===== src/rtl/sprite_animator.sv =====
// Sprite engine for one character: stand/walk/hurt animation FSM, screen-to-ROM
// address generation with horizontal mirroring, a writable 16-entry palette and
// a fixed 3-cycle pixel pipeline (address -> ROM -> palette lookup).
module sprite_animator #(
  parameter int SPR_W      = 64,
  parameter int SPR_H      = 64,
  parameter int FRAMES     = 5,
  parameter int ADDR_W     = $clog2(FRAMES * SPR_W * SPR_H),
  parameter int TRANSP_IDX = 0,
  parameter int HURT_TICKS = 30,
  localparam int FI_W      = $clog2(FRAMES)
) (
  input  logic              Clk,
  input  logic              Reset_n,
  input  logic              frame_tick,
  input  logic [9:0]        DrawX,
  input  logic [9:0]        DrawY,
  input  logic [9:0]        SpriteX,
  input  logic [9:0]        SpriteY,
  input  logic              hflip,
  input  logic              walk,
  input  logic              hurt,
  input  logic [3:0]        anim_div,
  output logic [ADDR_W-1:0] rom_addr,
  input  logic [3:0]        rom_q,
  input  logic              pal_we,
  input  logic [3:0]        pal_waddr,
  input  logic [11:0]       pal_wdata,
  output logic [3:0]        red,
  output logic [3:0]        green,
  output logic [3:0]        blue,
  output logic              opaque,
  output logic [FI_W-1:0]   frame_idx,
  output logic [1:0]        state
);

  localparam int HC_W = $clog2(HURT_TICKS + 1);

  localparam logic [FI_W-1:0] FRAME_STAND      = FI_W'(0);
  localparam logic [FI_W-1:0] FRAME_FIRST_WALK = FI_W'(1);
  localparam logic [FI_W-1:0] FRAME_LAST_WALK  = FI_W'(FRAMES - 2);
  localparam logic [FI_W-1:0] FRAME_HURT       = FI_W'(FRAMES - 1);
  localparam logic [HC_W-1:0] HURT_LAST        = HC_W'(HURT_TICKS - 1);

  typedef enum logic [1:0] {
    ST_STAND = 2'b00,
    ST_WALK  = 2'b01,
    ST_HURT  = 2'b10
  } state_t;

  state_t            state_r;
  logic [FI_W-1:0]   frame_idx_r;
  logic [3:0]        tick_cnt_r;
  logic [HC_W-1:0]   hurt_cnt_r;
  logic [9:0]        sx_r;
  logic [9:0]        sy_r;
  logic              hflip_r;
  logic [ADDR_W-1:0] rom_addr_r;
  logic              in_box_d1_r;
  logic              in_box_d2_r;
  logic [11:0]       rgb_r;
  logic              opaque_r;
  logic [11:0]       pal_r [16];

  logic [3:0]        div_last_s;
  logic [9:0]        col_s;
  logic [9:0]        row_s;
  logic [9:0]        colp_s;
  logic              in_box_s;
  logic [ADDR_W-1:0] addr_s;

  // Walk cycle runs over frames 1..FRAMES-2 and then wraps back to frame 1.
  function automatic logic [FI_W-1:0] next_walk_frame(input logic [FI_W-1:0] f);
    if (f == FRAME_LAST_WALK) begin
      return FRAME_FIRST_WALK;
    end else begin
      return f + FI_W'(1);
    end
  endfunction

  // Last walk-tick count before a frame advance; a divider of 0 acts as 1.
  always_comb begin
    div_last_s = 4'd0;
    if (anim_div == 4'd0) begin
      div_last_s = 4'd0;
    end else begin
      div_last_s = anim_div - 4'd1;
    end
  end

  // Animation FSM: hurt pre-empts everything, other moves happen on frame ticks.
  always_ff @(posedge Clk or negedge Reset_n) begin
    if (!Reset_n) begin
      state_r     <= ST_STAND;
      frame_idx_r <= FRAME_STAND;
      tick_cnt_r  <= 4'd0;
      hurt_cnt_r  <= '0;
    end else if (hurt) begin
      state_r     <= ST_HURT;
      frame_idx_r <= FRAME_HURT;
      hurt_cnt_r  <= '0;
    end else if (frame_tick) begin
      case (state_r)
        ST_STAND: begin
          if (walk) begin
            state_r     <= ST_WALK;
            frame_idx_r <= FRAME_FIRST_WALK;
            tick_cnt_r  <= 4'd0;
          end else begin
            frame_idx_r <= FRAME_STAND;
          end
        end
        ST_WALK: begin
          if (!walk) begin
            state_r     <= ST_STAND;
            frame_idx_r <= FRAME_STAND;
          end else if (tick_cnt_r >= div_last_s) begin
            tick_cnt_r  <= 4'd0;
            frame_idx_r <= next_walk_frame(frame_idx_r);
          end else begin
            tick_cnt_r  <= tick_cnt_r + 4'd1;
          end
        end
        ST_HURT: begin
          if (hurt_cnt_r == HURT_LAST) begin
            tick_cnt_r <= 4'd0;
            if (walk) begin
              state_r     <= ST_WALK;
              frame_idx_r <= FRAME_FIRST_WALK;
            end else begin
              state_r     <= ST_STAND;
              frame_idx_r <= FRAME_STAND;
            end
          end else begin
            hurt_cnt_r <= hurt_cnt_r + HC_W'(1);
          end
        end
        default: begin
          state_r     <= ST_STAND;
          frame_idx_r <= FRAME_STAND;
        end
      endcase
    end
  end

  // Shadow position/flip so the sprite cannot tear within a video frame.
  always_ff @(posedge Clk or negedge Reset_n) begin
    if (!Reset_n) begin
      sx_r    <= 10'd0;
      sy_r    <= 10'd0;
      hflip_r <= 1'b0;
    end else if (frame_tick) begin
      sx_r    <= SpriteX;
      sy_r    <= SpriteY;
      hflip_r <= hflip;
    end
  end

  // Box test and ROM address; negative offsets wrap to large values and fail.
  always_comb begin
    col_s    = DrawX - sx_r;
    row_s    = DrawY - sy_r;
    in_box_s = ({1'b0, col_s} < 11'(SPR_W)) && ({1'b0, row_s} < 11'(SPR_H));
    colp_s   = col_s;
    if (hflip_r) begin
      colp_s = 10'(SPR_W - 1) - col_s;
    end else begin
      colp_s = col_s;
    end
    addr_s = ADDR_W'(32'(frame_idx_r) * 32'(SPR_W * SPR_H)
                   + 32'(row_s) * 32'(SPR_W) + 32'(colp_s));
  end

  // Address stage and box-flag delay line matching the ROM latency.
  always_ff @(posedge Clk or negedge Reset_n) begin
    if (!Reset_n) begin
      rom_addr_r  <= '0;
      in_box_d1_r <= 1'b0;
      in_box_d2_r <= 1'b0;
    end else begin
      rom_addr_r  <= in_box_s ? addr_s : '0;
      in_box_d1_r <= in_box_s;
      in_box_d2_r <= in_box_d1_r;
    end
  end

  // Palette register file; a same-cycle read sees the value before the write.
  always_ff @(posedge Clk or negedge Reset_n) begin
    if (!Reset_n) begin
      for (int i = 0; i < 16; i++) begin
        pal_r[i] <= 12'h000;
      end
    end else if (pal_we) begin
      pal_r[pal_waddr] <= pal_wdata;
    end
  end

  // Output stage: palette lookup, blanked outside the sprite box.
  always_ff @(posedge Clk or negedge Reset_n) begin
    if (!Reset_n) begin
      rgb_r    <= 12'h000;
      opaque_r <= 1'b0;
    end else if (in_box_d2_r) begin
      rgb_r    <= pal_r[rom_q];
      opaque_r <= (rom_q != 4'(TRANSP_IDX));
    end else begin
      rgb_r    <= 12'h000;
      opaque_r <= 1'b0;
    end
  end

  assign rom_addr  = rom_addr_r;
  assign red       = rgb_r[11:8];
  assign green     = rgb_r[7:4];
  assign blue      = rgb_r[3:0];
  assign opaque    = opaque_r;
  assign frame_idx = frame_idx_r;
  assign state     = state_r;

endmodule


===== config.mk =====
export PLATFORM = sky130hd
export DESIGN_NAME = sprite_animator
export DESIGN_NICKNAME = d
export VERILOG_FILES = /design/src/rtl/sprite_animator.sv
export SDC_FILE = /design/constraint.sdc
export NUM_CORES = 1
export LEC_CHECK = 0
export CAP_MARGIN = 30
export CORE_MARGIN = 2
export CORE_UTILIZATION = 36
export DETAILED_ROUTE_END_ITERATION = 12
export PLACE_DENSITY_LB_ADDON = 0.1
export SYNTH_ARGS = -nofsm -noshare
export SYNTH_HDL_FRONTEND = slang
export SYNTH_SLANG_ARGS = --single-unit

===== constraint.sdc =====
create_clock -name Clk -period 8.1 [get_ports Clk]
set_clock_uncertainty 0.15 [all_clocks]
set_input_delay 1.62 -clock Clk [delete_from_list [all_inputs] [get_ports Clk]]
set_output_delay 1.62 -clock Clk [all_outputs]
set_load 0.1 [all_outputs]

Word-level counts from Yosys, hierarchy flattened:

Cells that the tools add are included.

* equal/unequal tests: 12
* $add $sub $neg: 9
* reduce and logical (&&, ||, !) cells: 12
* bitwise gates (word level): 3
* $lt $le $gt $ge: 6
* mux-type cells: 35

Operators by type and width (count)
* bitwise mux 192 bit: 1
* binary-select mux 12 bit (select 4 bit): 1
* demux 12 bit (select 4 bit): 1
* 2-to-1 mux 12 bit: 4
* < comparator 10 x 7 -> 1 bit, second input constant: 2
* 2-to-1 mux 4 bit: 5
* 2-to-1 mux 5 bit: 4
* subtractor 10 bit: 2
* 2-to-1 mux 3 bit: 6
* adder 15 x 10 -> 15 bit: 1
* adder 15 bit: 1
* 2-to-1 mux 15 bit: 1
* case mux 4 bit (3 select lines): 1
* >= comparator 5 bit, second input constant: 2
* 2-to-1 mux 10 bit: 1
* 2-to-1 mux 2 bit: 5
* NOT 4 -> 5 bit: 2
* subtractor 6 x 10 -> 10 bit, first input constant: 1
* != test 3 bit, second input constant: 3
* case mux 3 bit (3 select lines): 1
* != test 2 bit, second input constant: 4
* case mux 2 bit (3 select lines): 1
* AND reduction 3 bit: 2
* AND reduction 6 bit: 1
* other kinds (20): 24

* word-level logic and storage cells: 105
* input bits: 71
* flip-flop bits (word level): 257

Logic depth before layout (Yosys ltp):

Gate-level depths: netlist of the first run.

* depth after elaboration: 8
* depth in mapped cells: 19
* mapped depth without buffers: 19

Worst setup path after synthesis of the first run:

No wires, ideal clock.

* path type: input -> register
* from: in DrawX[0]
* to: reg rom_addr_r[13], in the netlist rom_addr[13]
* stages: 18
* buffers on the path: 0
* arrival: 4.534 ns
* path slack: 3.294 ns
* cells stage by stage: inv_1 -> ha_1 -> fa_1 -> nor2b_1 -> o2111ai_2 -> nand2_1 -> xnor2_1 -> ha_1 -> nand2_1 -> o21ai_0 -> ha_1 -> a21o_1 -> a21oi_1 -> nor2b_1 -> o21a_1 -> a31oi_1 -> xor2_1 -> nor2_4

* cells in the longest elaborated chain, start to end: 5

RTL lines
* from (decl): line 16 `input logic [9:0] DrawX,`
* subtractor 10 bit *: line 161 `col_s = DrawX - sx_r;`
* subtractor 6 x 10 -> 10 bit: line 166 `colp_s = 10'(SPR_W - 1) - col_s;`
* 2-to-1 mux 10 bit: line 165 `if (hflip_r) begin`
* adder 15 x 10 -> 15 bit: line 171 `+ 32'(row_s) * 32'(SPR_W) + 32'(colp_s));`
* 2-to-1 mux 15 bit *: line 181 `rom_addr_r <= in_box_s ? addr_s : '0;`
* to (signal assigned): line 181
* to (decl): line 58 `logic [ADDR_W-1:0] rom_addr_r;`

Mark *: on every way between the ends. The rest lies on a longest branch, timed or not.
A chain may end at the register's enable or synchronous reset.

Worst setup path after layout of the first run:

* from: in DrawX[0]
* to: reg rom_addr_r[14], in the netlist rom_addr[14]

The elaborated chain is that of the path after synthesis.

==> results.cfg, run 1 <==
[sta]
min_period_ps = 5020
worst_pin_slew_ps = 996
setup_viol = 0
max_clock_freq_mhz = 199
period_share_pct = 62.0
hold_viol = 0
holdWs_ps = 202
drv_slew = 0
rsz0062_at_grt = no
tns_ps = 0
slew_headroom_pct = 33.4

[clock_network]
cts_buffer_depth = 3
clkLatencyLatePin_ps = 550
cts_tree = yes
cts_sinks = 257
cts_resized = 0
clockRootBuffer = clkbuf_16
cts_hold_buf = 0
cts_buffers = 30
post_cts_buffers = 0
cts.clk_slew.worst_paths_ps = 50
htree_levels = 1

[global_route]
antenna_found_initial = 0
grt_max_degree = 151
grt_usage_pct = 16.7
grt_pass1_wl_um = 46300
grt_pass1_vias = 7796
overflow = 0

[die]
io_pins = 104
die-area_um2 = 36200
die_w_um = 190
coreArea_um2 = 34400
fp-row-count = 68
initial_core_util_pct = 36.3
fp.dieH_um = 190

[setup_path]
crit_fanout = 3
worstPathArrival_ps = 5310
crit_path_start_kind = primary input
crit_chain = clkdlybuf4s50_1 > inv_1 > ha_1 > fa_1 > nor2b_1 > o2111ai_2 > nand2_1 > xnor2_1 > ha_1 > nand2_1 > o21ai_0 > inv_1 > fa_1 > nor2b_1 > o21ai_0 > nand2b_1 > nand4_1 > o21ai_0 > xnor2_1 > nor2_1
regToRegSetupSlack_ps = 4260
slowest_delay_ps = 450
critPathTopFamily = adder cells
end_kind = register
cp_num_buf_inv = 3
ff2ff_path_depth = 18
reg2reg_to = rom_addr[14]$_DFF_PN0_
crit_top_cell = o21ai_0
r2r_start = sx_r[0]$_DFFE_PN0P_
crit_required_ps = 8390
crit_type = primary input to register
critPathSlowestCell = clkdlybuf4s50_1

[synthesis]
syn_area_um2 = 12500
ys_seq_area_share_pct = 51.5
yosysUniqueCellTypes = 52
ys_async_sr_fraction_pct = 100
synth_edf_count = 0
syn-num-nets = 1010
synthCells = 903
syn_avg_cell_area_um2 = 13.8
ys_ff_latch = 257
yosysWarnings = 0
synth_ff_type = dfrtp_1

[pwr]
leakage_uw = 0.00659
vdd_drop_max_v = 0.000165
pwr_density_cell_nw_per_um2 = 247

[worst_hold_path]
holdPathEnd = in_box_d2_r$_DFF_PN0_
whs_path_depth = 0
min_from = in_box_d1_r$_DFF_PN0_
hp-class = register to register

[cells_and_area]
n_fill_cell = 3178
final_layout_size_suffix_gt1_share_pct = 34.2
num-nets-final = 1122
final_common_cell = dfrtp_1
synthToLayoutAreaGrowth_pct = 22.6
final_cell_mix = dfrtp_1 (257), mux2_2 (197), clkdlybuf4s50_1 (100)
n_antenna_cell = 0

[route]
num_vias = 7459
viasPerCell = 5.00
routedWlPerCell_um = 19.5
wl_um = 29000
drc = 0
dr.pass1.iters = 6
drtIter0Drc = 292
antenna_left = 0

[placement]
io_buffers = 103
hpwl_um = 17900
gp_congestion = 0.768

[status]
status = finished clean

[flow_run]
cap_violations = 0
stage by stage:
step	cell area, um^2	std cells	util [%]	worst slack [ps]	power [uW]
floorplan	12500	903	-	3290	2200
global placement	14000	1428	40.7	2530	2390
detailed placement	14300	1438	41.5	2470	2420
CTS	15300	1491	44.5	3040	3840
global route	15300	1491	44.5	2750	4000
finish	15300	1491	44.5	3080	3790
area by class of cell:
cell class / instances / area (um^2) / share of cell area (%)
repair buffers: 130 / 1430 / 9.35
inverters: 37 / 139 / 0.908
multi-input cells: 559 / 5700 / 37.2
clock buffers: 41 / 862 / 5.63
clock inverters: 12 / 171 / 1.12
well taps: 455 / 569 / 3.72
flip-flops and latches: 257 / 6430 / 42.0
cell families (layout without fill, tap and decap cells):
logic type                 count (synthesis)  in the layout  share of synthesized area, %
adders and majority gates                 36             36                          3.79
DFF                                      257            257                          51.5
and+or+nand+nor                          143            143                          6.13
AOI/OAI and AO/OA                         86             86                          4.42
buffers and inverters                     87            220                          2.86
muxes                                    261            261                          28.9
xor gates and xnor gates                  33             33                          2.38
worst max path at each step:
stage / endpoint / cells after the start / startpoint / slack (ps)
after global placement: rom_addr[14]$_DFF_PN0_ / 20 / DrawX[0] / 2530
final: rom_addr[14]$_DFF_PN0_ / 20 / DrawX[0] / 3080
after CTS: rom_addr[14]$_DFF_PN0_ / 20 / DrawX[0] / 3040
after floorplan: rom_addr[13]$_DFF_PN0_ / 18 / DrawX[0] / 3290
after detailed placement: rom_addr[14]$_DFF_PN0_ / 20 / DrawX[0] / 2470
after global routing: rom_addr[14]$_DFF_PN0_ / 20 / DrawX[0] / 2750
registers in the layout (all words and copies together) (netlist names):
name and cells:
frame_idx 3, hflip_r 1, hurt_cnt_r 5, in_box_d1_r 1
in_box_d2_r 1, opaque 1, pal_r 192, rgb_r 12
rom_addr 15, state 2, sx_r 10, sy_r 10
tick_cnt_r 4
synthesized netlist by cell type, drive strengths merged (9+ instances only):
library cell	n	area share, %
ha	33	3.3
inv	37	1.1
dfrtp	257	52
nor2b	9	0.45
mux4	60	11
xor2	14	0.98
nand2	33	0.99
o21ai	33	1.3
clkbuf	40	1.2
nor3	9	0.40
nand2b	13	0.65
nor2	45	1.8
a21oi	17	0.71
buf	10	0.54
and2	14	0.70
mux2	197	18
a21o	11	0.66
xnor2	19	1.4
power breakdown:
group	internal [uW]	leakage (uW)	switching, uW
sequential	1520	0.00321	113
clock	865	0.000516	537
combinational	440	0.00287	309
total	2830	0.00659	959
worst register-to-register path: stages (launching register included):
cell and delay [ps]:
dfrtp_1 390, ha_1 210, fa_1 400, nor2b_1 220
o2111ai_2 170, nand2_1 110, xnor2_1 100, ha_1 290
nand2_1 40, o21ai_0 130, inv_1 100, fa_1 410
nor2b_1 200, o21ai_0 110, nand2b_1 130, nand4_1 150
o21ai_0 240, xnor2_1 140, nor2_1 50
layer usage:
layer	track usage, %	vias up	routed length [um]
met3	3.75	34	1470
li1	-	3471	-
met4	3.49	0	475
met1	22.4	3828	13100
met2	27.8	126	14000
met5	0	-	0
Note: power is estimated with default switching activity, not from simulation.
==> run 2, diff against run 1 <==
==> constraint.sdc (replaced) <==
create_clock -name Clk -period 5.15 [get_ports Clk]
set_clock_uncertainty 0.15 [all_clocks]
set_input_delay 1.03 -clock Clk [delete_from_list [all_inputs] [get_ports Clk]]
set_output_delay 1.03 -clock Clk [all_outputs]
set_load 0.1 [all_outputs]
==> results.cfg, run 2 (synthesized netlist as in run 1, its figures left out) <==
[placement]
io_buffers = 103
gp_congestion = 0.755
hpwl_um = 18700
postPlaceCellArea_um2 = 14300

[setup_path]
slowest_delay_ps = 460
cp_num_buf_inv = 2
crit_required_ps = 5410
worstPathArrival_ps = 4730
critPathSlowestCell = clkdlybuf4s50_1
end_kind = register
crit_fanout = 3
crit_chain = clkdlybuf4s50_1 > inv_1 > ha_1 > fa_1 > nor2b_1 > o2111ai_2 > nand2_1 > xnor2_1 > ha_1 > nand2_1 > o21ai_0 > ha_1 > a21o_1 > a21oi_1 > nor2b_1 > o21a_1 > a31oi_1 > xor2_1 > nor2_4
crit_path_start_kind = primary input
crit_type = primary input to register
critPathTopFamily = adder cells
crit_top_cell = ha_1

[sta]
setup_viol = 0
worst_pin_slew_ps = 1000
rsz0062_at_grt = no
hold_viol = 0
min_period_ps = 4470
tns_ps = 0
slew_headroom_pct = 33.3
period_share_pct = 86.9
max_clock_freq_mhz = 224
drv_slew = 0

[clock_network]
cts_resized = 0
cts_sinks = 257
clkLatencyLatePin_ps = 540
clockRootBuffer = clkbuf_16
cts_buffers = 29
cts_buffer_depth = 3
cts_tree = yes
cts_hold_buf = 0
htree_levels = 1
post_cts_buffers = 0
cts.clk_slew.worst_paths_ps = 60

[cells_and_area]
final_layout_size_suffix_gt1_share_pct = 34.2
n_antenna_cell = 0
stdcell_area_um2 = 15300
num-nets-final = 1124
synthToLayoutAreaGrowth_pct = 22.2
regMostFlops = pal_r
largest_reg_flops = 192
multi_input_area_um2 = 5700
seq_area_um2 = 6430
n_fill_cell = 3186
final_util_pct = 44.4
final_cell_mix = dfrtp_1 (257), mux2_2 (197), clkdlybuf4s50_1 (100)
final_common_cell = dfrtp_1

[global_route]
antenna_found_initial = 0
grt_pass1_wl_um = 46700
overflow = 0
grt_usage_pct = 16.8
grt_pass1_vias = 7854
grt_max_degree = 107

[pwr]
clkPwrFrac_pct = 35.8
pwr-share-comb_pct = 20.2
p_seq_share_pct = 44.0
leakage_uw = 0.00657
vdd_drop_max_v = 0.000277
p_sw_uw = 1480
sw_frac_of_total_pct = 25.3
p_int_uw = 4370
pwr_density_cell_nw_per_um2 = 383

[flow_run]
cap_violations = 0

[route]
viasPerCell = 4.97
dr.pass1.iters = 4
antenna_left = 0
num_vias = 7408
wl_um = 29200
drtIter0Drc = 338
routedWlPerCell_um = 19.6
drc = 0

[worst_hold_path]
hp-class = register to register

[die]
fp-row-count = 68
die_w_um = 190
io_pins = 104
coreArea_um2 = 34400
die-area_um2 = 36200
initial_core_util_pct = 36.3
fp.dieH_um = 190

[status]
status = finished clean
[run 2: cell count changes in the layout (fill, tap and decap cells not counted), moves of 2 or more]
cell / previous run / this run
buf_8: 2 / 5
buf_16: 9 / 7
clkbuf_8: 7 / 11
clkinv_2: 7 / 3
buf_4: 17 / 20
bufinv_16: 4 / 2
[run 2: cell type report]
| class | count | share of cell area (%) |
|---|---|---|
| flip-flops and latches | 257 | 42.2 |
| repair buffers | 133 | 9.43 |
| clock inverters | 6 | 0.550 |
| inverters | 37 | 0.911 |
| clock buffers | 44 | 5.85 |
| multi-input cells | 559 | 37.4 |
| well taps | 455 | 3.73 |
[run 2: metrics by stage]
stage | setup WS [ps] | std cells | total power (uW) | hold WS [ps]
finish | 677 | 1491 | 5840 | 198
global route | 395 | 1491 | 6170 | 208
CTS | 684 | 1491 | 5940 | 202
detailed placement | 120 | 1441 | 3800 | 189
global placement | 175 | 1430 | 3770 | 183
floorplan | 934 | 903 | 3470 | 181
[run 2: metal layers]
| metal | up-vias | wire length [um] | track usage [%] |
|---|---|---|---|
| li1 | 3461 | - | - |
| met1 | 3782 | 13200 | 22.7 |
| met2 | 132 | 14100 | 28.2 |
| met3 | 33 | 1440 | 3.51 |
| met4 | 0 | 428 | 2.86 |
| met5 | - | 0 | 0 |
[run 2: final timing paths]
kind / start / to / slack, ps / depth (start not counted)
hold / removal: in_box_d1_r$_DFF_PN0_ / in_box_d2_r$_DFF_PN0_ / 200 / 0
setup reg to reg: sx_r[0]$_DFFE_PN0P_ / rom_addr[13]$_DFF_PN0_ / 1290 / 17
min in group asynchronous: Reset_n / pal_r[186]$_DFFE_PN0P_ / 380 / 1
hold reg to reg: in_box_d1_r$_DFF_PN0_ / in_box_d2_r$_DFF_PN0_ / 200 / 0
setup / recovery: DrawX[0] / rom_addr[13]$_DFF_PN0_ / 680 / 19
max in group asynchronous: Reset_n / rom_addr[11]$_DFF_PN0_ / 3460 / 2
[run 2: power by group through the flow]
stage | registers [uW] | logic [uW] | clock network [uW]
floorplan | 2560 | 906 | 0
global placement | 2600 | 1180 | 0
detailed placement | 2600 | 1200 | 0
CTS | 2570 | 1200 | 2160
global route | 2620 | 1310 | 2240
finish | 2570 | 1180 | 2090
==> edit (flow settings as in run 2) <==
Put a register stage on the output `green`, cleared by the reset. The value now appears one clock later. The other outputs are not delayed to match.
--- a/src/rtl/sprite_animator.sv
+++ b/src/rtl/sprite_animator.sv
@@ -211,7 +211,13 @@
 
   assign rom_addr  = rom_addr_r;
   assign red       = rgb_r[11:8];
-  assign green     = rgb_r[7:4];
+  always_ff @(posedge Clk or negedge Reset_n) begin
+    if (!Reset_n) begin
+      green <= '0;
+    end else begin
+      green <= rgb_r[7:4];
+    end
+  end
   assign blue      = rgb_r[3:0];
   assign opaque    = opaque_r;
   assign frame_idx = frame_idx_r;
Function: changed (a bounded check fails within 4 cycles, from zero or initial values and one cycle with Reset_n low).
==> edit against run 2 <==
  * Sequential cell count rose by 4
  * Setup slack improved by 0.075 ns
  * Total power rose by 4.1%
  * Wire length fell by 2.2%
  * Final area rose by 1.1%
  * Via count rose by 1.3%
  * Synthesized area rose by 1.3%
  * Non-clock buffer count fell by 5
  * Highest routed layer unchanged
==> edit: results (changes against run 2) <==
- Post-DP HPWL: 18.4 mm (-1.9%)
- Worst vdd ir: 0.000265 V (-4.3%)
- Largest net degree at the start of global routing: 116 (+8.4%)
- Post-CTS Setup Inserts: 0 (unchanged)
- DP Cell Count: 1438 (-0.21%)
- Syn Area/Cell: 13.9 µm² (+0.19%)
- Final worst setup slack: 0.752 ns (+0.0752 ns)
- Clock-pin slew on the worst setup and hold paths: 0.06 ns (about the same)
- Initial antenna violation count: 0 (unchanged)
- DR WL/cell: 19.1 µm (-2.4%)
- Synth top area cells: dfrtp_1 (52%), mux2_2 (18%), mux4_2 (11%), ha_1 (3.3%), o21ai_0 (1.3%)
- Switching Power: 0.00155 W (+4.9%)
- Crit-path slowest cell: clkdlybuf4s50_1
- DRT iter0 DRCs: 322 (-4.7%)
- Layout cell share with drive strength beyond 1: 34.3% (+0.094 points)
- Top reg by flops: pal_r
- Syn nets: 1020 (+0.99%)
- Leak: 6.63 nW (+0.98%)
- Via density per instance: 5.02 (+1.1%)
- CP max FO: 3 (unchanged)
- Critical Path AT: 4.68 ns (-0.05 ns)
- DR vias: 7504 (+1.3%)
- Hold Crit Depth: 0 (unchanged)
- Synth cell types: 54 (+3.8%)
- Status: finished clean
- Hold_sp: rgb_r[5]$_DFF_PN0_
- Placer Congestion: 0.763 (+1.0%)
- Sequential element share of the synthesized area: 51.6% (+0.13 points)
- Resized cells post-CTS: 0 (unchanged)
- RR Endpoint: rom_addr[13]$_DFF_PN0_
- Nets: 1122 (-0.18%)
- Gr usage total: 16.1% (-0.67 points)
- Pwr Density: 395 nW/µm² (+3.0%)
- CTS buffer count: 30 (+3.4%)
- Hold_ws: 0.199 ns (+0.00140 ns)
- Clk buf depth: 3 (unchanged)
- Final hold violation count: 0 (unchanged)
- Number of global-route vias before repair: 7884 (+0.38%)
- Worst Max-Slew Pin Slew: 0.990 ns (-0.0109 ns)
- DP Worst Slack: 0.155 ns (+0.0347 ns)
- Most frequent cells after synthesis: dfrtp_1 (261), mux2_2 (199), mux4_2 (60), clkbuf_1 (41), inv_1 (34)
- First-pass GRT wire length: 45.4 mm (-2.8%)
- DP Area: 14300 µm² (+0.49%)
- P_clk: 0.00225 W (+8%)
- Hold Path Sink: green[1]$_DFF_PN0_
- R2R Setup Slk: 1.36 ns (+0.07 ns)
- Antenna diodes: 0 (unchanged)
- R2R depth: 17 (unchanged)
==> edit: cell count changes after synthesis, moves of 3 or more <==
cell | run 2 | this run
buf_4 | 0 | 8
dfrtp_1 | 257 | 261
mux2i_1 | 4 | 1
nor2_1 | 36 | 33
==> edit: cell families (layout without fill, tap and decap cells) <==
kind of cell | count (synthesis) | in the layout | synth area share, %
compound gates | 89 | 89 | 4.54
xor+xnor | 33 | 33 | 2.34
fa+ha+maj | 36 | 36 | 3.74
buf+inv | 93 | 219 | 3.24
flops | 261 | 261 | 51.6
mux | 260 | 260 | 28.5
simple gates | 141 | 141 | 6.02
==> edit: cell type report <==
type	count	area [µm²]
repair buffers	128	1410
flip-flops and latches	261	6530
fillers	3184	19100
multi-input cells	559	5710
clock buffers	45	897
clock inverters	11	173
inverters	35	131
well taps	455	569
==> edit: routing by layer <==
metal	global-route usage [%]	wire length, µm
met4	3.55	557
met1	20.8	12800
met5	0	0
met3	3.36	1270
met2	27.7	13900
